`src/rtl/ota_bitstream_decimator.sv`:
```
// rtl/ota_bitstream_decimator.sv - Ones-count decimator for the OTA bitstream with a valid/ready sample buffer
module ota_bitstream_decimator #(
  parameter int DEC_LOG2 = 8,
  parameter int OUT_W    = 8
) (
  input  logic             clk,
  input  logic             rst,
  input  logic             en,
  input  logic             bit_in,
  input  logic             bit_drv,
  output logic [OUT_W-1:0] sample_data,
  output logic             sample_valid,
  input  logic             sample_ready,
  output logic             overrun,
  output logic             busy
);

  // Accumulator holds 0..2^DEC_LOG2, so it needs one bit more than the window counter.
  localparam int AW = DEC_LOG2 + 1;
  // Common width used to compare the window result against the sample ceiling.
  localparam int CW = (OUT_W > AW) ? OUT_W : AW;

  typedef enum logic {
    S_IDLE = 1'b0,
    S_RUN  = 1'b1
  } state_t;

  state_t              state_q, state_d;

  logic                bit_m_q, bit_s_q;
  logic                drv_m_q, drv_s_q;
  logic                held_q, held_d;

  logic [AW-1:0]       acc_q, acc_d;
  logic [DEC_LOG2-1:0] win_q, win_d;

  logic [OUT_W-1:0]    data_q, data_d;
  logic                valid_q, valid_d;
  logic                ovr_q, ovr_d;

  logic [AW-1:0]       result;
  logic [CW-1:0]       res_ext;
  logic [CW-1:0]       max_ext;
  logic [OUT_W-1:0]    sample_sat;
  logic                dump;
  logic                xfer;

  // Two-flop synchronizers for the asynchronous OTA bit and its drive-enable.
  always_ff @(posedge clk) begin
    if (rst) begin
      bit_m_q <= 1'b0;
      bit_s_q <= 1'b0;
      drv_m_q <= 1'b0;
      drv_s_q <= 1'b0;
    end else begin
      bit_m_q <= bit_in;
      bit_s_q <= bit_m_q;
      drv_m_q <= bit_drv;
      drv_s_q <= drv_m_q;
    end
  end

  // Window result including the current held bit, saturated to the sample width.
  always_comb begin
    result     = acc_q + AW'(held_q);
    res_ext    = CW'(result);
    max_ext    = CW'({OUT_W{1'b1}});
    sample_sat = (res_ext > max_ext) ? max_ext[OUT_W-1:0] : res_ext[OUT_W-1:0];
  end

  // Next-state logic: hold-last-driven bit, window FSM and accumulator.
  always_comb begin
    held_d  = drv_s_q ? bit_s_q : held_q;
    state_d = state_q;
    acc_d   = acc_q;
    win_d   = win_q;
    dump    = 1'b0;
    case (state_q)
      S_IDLE: begin
        acc_d = '0;
        win_d = '0;
        if (en) begin
          state_d = S_RUN;
        end
      end
      S_RUN: begin
        if (!en) begin
          // Abort drops the partial window; the output buffer is left alone.
          state_d = S_IDLE;
          acc_d   = '0;
          win_d   = '0;
        end else if (win_q == {DEC_LOG2{1'b1}}) begin
          // Last cycle of the window: emit and restart with no gap cycle.
          dump  = 1'b1;
          acc_d = '0;
          win_d = '0;
        end else begin
          acc_d = result;
          win_d = win_q + DEC_LOG2'(1);
        end
      end
      default: begin
        state_d = S_IDLE;
        acc_d   = '0;
        win_d   = '0;
      end
    endcase
  end

  // Next-state logic for the single-entry output buffer and sticky overrun flag.
  always_comb begin
    xfer    = valid_q & sample_ready;
    data_d  = data_q;
    valid_d = valid_q;
    ovr_d   = ovr_q;
    if (dump) begin
      if (!valid_q || xfer) begin
        data_d  = sample_sat;
        valid_d = 1'b1;
      end else begin
        // Buffer still owned by the consumer: keep the old sample, flag the loss.
        ovr_d = 1'b1;
      end
    end else if (xfer) begin
      valid_d = 1'b0;
    end
  end

  // State register for held bit, FSM, accumulator and output buffer.
  always_ff @(posedge clk) begin
    if (rst) begin
      held_q  <= 1'b0;
      state_q <= S_IDLE;
      acc_q   <= '0;
      win_q   <= '0;
      data_q  <= '0;
      valid_q <= 1'b0;
      ovr_q   <= 1'b0;
    end else begin
      held_q  <= held_d;
      state_q <= state_d;
      acc_q   <= acc_d;
      win_q   <= win_d;
      data_q  <= data_d;
      valid_q <= valid_d;
      ovr_q   <= ovr_d;
    end
  end

  assign sample_data  = data_q;
  assign sample_valid = valid_q;
  assign overrun      = ovr_q;
  assign busy         = (state_q == S_RUN);

endmodule

```
`config.mk`:
```
export PLATFORM = sky130hd
export DESIGN_NAME = ota_bitstream_decimator
export DESIGN_NICKNAME = d
export VERILOG_FILES = /design/src/rtl/ota_bitstream_decimator.sv
export SDC_FILE = /design/constraint.sdc
export NUM_CORES = 1
export LEC_CHECK = 0
export CORE_UTILIZATION = 30
export CTS_CLUSTER_DIAMETER = 150
export DETAILED_ROUTE_END_ITERATION = 8
export MAX_ROUTING_LAYER = met4
export PLACE_DENSITY_LB_ADDON = 0.12
export SYNTH_ARGS = -nofsm -noshare
export SYNTH_HDL_FRONTEND = slang
export SYNTH_SLANG_ARGS = --single-unit
```
`constraint.sdc`:
```
create_clock -name clk -period 1.61 [get_ports clk]
set_input_delay 0.322 -clock clk [delete_from_list [all_inputs] [get_ports clk]]
set_output_delay 0.322 -clock clk [all_outputs]
set_load 0.005 [all_outputs]
```
==> results_dict.tcl <==
set metrics [dict create \
    status "finished clean" \
    clkTransAtPathRegs_ps 60 \
    final_nets 168 \
    crit_path_end_kind "flip-flop" \
    clkPwrFrac_pct 41.2 \
    dpl-instance-area_sq_um 1570 \
    drive_above_1_share_pct 20.3 \
    comb_power_share_pct 3.1 \
    syn_avg_cell_area_sq_um 10.1 \
    antenna_found_initial 0 \
    grt_max_degree 16 \
    die_x_um 67 \
    intPower_w 0.00119 \
    num_rows 23 \
    routabilityCongestion 0.720 \
    drtAntennaViolNets 0 \
    finalSetupViolCount 0 \
    dp_hpwl_um 1720 \
    cp-start-kind "flip-flop" \
    cts.path.max_buffers 2 \
    relSlewSlack_pct 75.9 \
    drt-total-wl_um 2380 \
    num_io_pins 17 \
    final_hold_viol_count 0 \
    synth_top_area_share_pct 52.1 \
    grt_use_total_pct 13.0 \
    synth-seq-cells 33 \
    clock_sinks 33 \
    timing.final.crit_share_pct 95.1 \
    hold_depth 1 \
    synth.most_common_cell "dfxtp_1" \
    grt_overflow 0 \
    cts_tree "done" \
    post_drt_wl_per_cell_um 11.4 \
    worstSetupPathType "reg2reg" \
    yosys_warnings 0 \
    drtPass1Iterations 4 \
    crit_arrival_ps 1690 \
    switchingPower_w 0.000293 \
    synthFlopType "dfxtp_1" \
    grt_pass1_vias 897 \
    num_antenna_cells 0 \
    switching_share_pct 19.8 \
    synthTopCellsByArea "dfxtp_1 (52%), nor2_1 (6.8%), xnor2_1 (5.5%)" \
    ys_types 26 \
    start_util_pct 31.5 \
    port_buffers 16 \
    numCtsBuffers 5 \
    total_leakage_power_nw 0.651 \
    ir_drop_mv 0.391 \
    maxSlewViolCount 0 \
    synthCells 126 \
    r2r_cells 7 \
    synth_area_sq_um 1270 \
    min_period_ps 1530 \
    crit_fanout 5 \
    htree_levels 2 \
    fin_skew_ps 4.11 \
    final_area_sq_um 1700 \
    synth_enable_flop_cells 0 \
    vias 925 \
    p_per_area_nw_per_um2 871 \
    seq_power_share_pct 55.7 \
    timing.final.ws_setup_ps 79.0 \
    fmax_ghz 0.653 \
    dieArea_sq_um 4490 \
    syn_nets 136 \
    max-cap-violations 0 \
    worstSkewPairLatency_ps 280 \
    design.core.area_sq_um 4030 \
    timing.hold.ws_ps 436 \
    syn_to_final_growth_pct 34.4 \
    seq_area_frac_synth_pct 52.1 \
    drt_iter0_markers 29 \
    post-route-drc-count 0 \
    yosysTopAreaCell "dfxtp_1" \
    synthTopCellsByCount "dfxtp_1 (33), nor2_1 (23), xnor2_1 (8)" \
    fp.dieH_um 67 \
    cp.required_ps 1770 \
    fin_util_pct 42.3 \
    async_flop_share_pct 0 \
    worst_pin_slew_ps 360 \
    place_ws_ps -94.6 \
    holdCritPathClass "reg2reg" \
    cts-root-buf "clkbuf_8" \
    via_per_inst 4.45 \
    grt_pass1_wl_um 3930 \
]
-- sequential cells by signal, indices dropped and copies added (netlist names) --
name	flops
drv_s_q	1
held_q	1
bit_s_q	1
win_q	8
sample_valid	1
bit_m_q	1
acc_q	9
busy	1
drv_m_q	1
overrun	1
sample_data	8
-- cell usage in the layout, fill, tap and decap left out, types with 3 or more instances in the layout --
master	instances
a31oi_1	6
xor2_1	5
xnor2_1	7
clkbuf_8	6
buf_4	11
nor2_1	23
clkdlybuf4s50_1	16
o21bai_1	6
nand3_1	4
and3_1	4
nand2_1	4
inv_1	3
dfxtp_1	31
nor3_1	3
nor2b_1	6
-- worst paths after layout --
path                          to  slack, ps     from
hold reg to reg          bit_s_q        440  bit_m_q
setup / recovery  sample_data[5]         80   held_q
setup reg to reg  sample_data[5]         80   held_q
hold / removal           bit_s_q        440  bit_m_q
-- power by group through the flow --
stage / Clock [W] / Sequential, W / Combinational, W
6_report: 0.000612 / 0.000826 / 0.0000460
5_1_grt: 0.000685 / 0.000826 / 0.0000501
4_1_cts: 0.000642 / 0.000826 / 0.0000466
3_5_place_dp: 0 / 0.000844 / 0.0000465
3_3_place_gp: 0 / 0.000844 / 0.0000462
2_1_floorplan: 0 / 0.000844 / 0.0000184
-- layer usage --
| metal | global-route usage (%) | share of wire (%) |
|---|---|---|
| met1 | 15.5 | 49 |
| met2 | 17.5 | 46 |
| met3 | 6.16 | 4.6 |
| met4 | 7.18 | 0.97 |
| met5 | - | 0 |
-- logic make-up (layout without fill, tap and decap cells) --
kind of cell | Yosys count | in the layout | synth area share (%)
muxes | 1 | 1 | 0.790
adders and majority gates | 4 | 4 | 3.95
buffers and inverters | 7 | 39 | 2.76
DFF | 33 | 33 | 52.1
AOI/OAI and AO/OA | 16 | 16 | 8.69
and+or+nand+nor | 52 | 52 | 22.7
xor gates and xnor gates | 13 | 13 | 8.98
-- metrics by stage --
stage	cells	power (W)	setup TNS (ps)
floorplan	126	0.000862	0
global placement	200	0.000890	-425
detailed placement	200	0.000891	-494
CTS	207	0.00151	0
global route	208	0.00156	-1.06
finish	208	0.00148	0
-- repair_timing --
action                     CTS  global route
buffers inserted             0             1
cloned                       0             0
setup endpoints to repair    5             7
pin swaps                    0             3
hold buffers                 0             0
hold endpoints to repair     0             0
resized for setup            1             8
-- area by class of cell --
| cell class | instances | area (sq um) |
|---|---|---|
| Fill cell | 412 | 2330 |
| Sequential cell | 33 | 663 |
| Multi-Input combinational cell | 86 | 606 |
| Timing Repair Buffer | 29 | 274 |
| Clock buffer | 7 | 86.3 |
| Tap cell | 50 | 62.6 |
| Inverter | 3 | 11.3 |
-- worst max-delay path: stages, from the launching register on --
cell and delay (ps):
dfxtp_2 330, ha_2 190, ha_4 140, nand3_2 100, nor3_4 200, xnor2_2 180
buf_4 190, a31oi_1 70
Note: power is estimated with default switching activity, not from simulation.
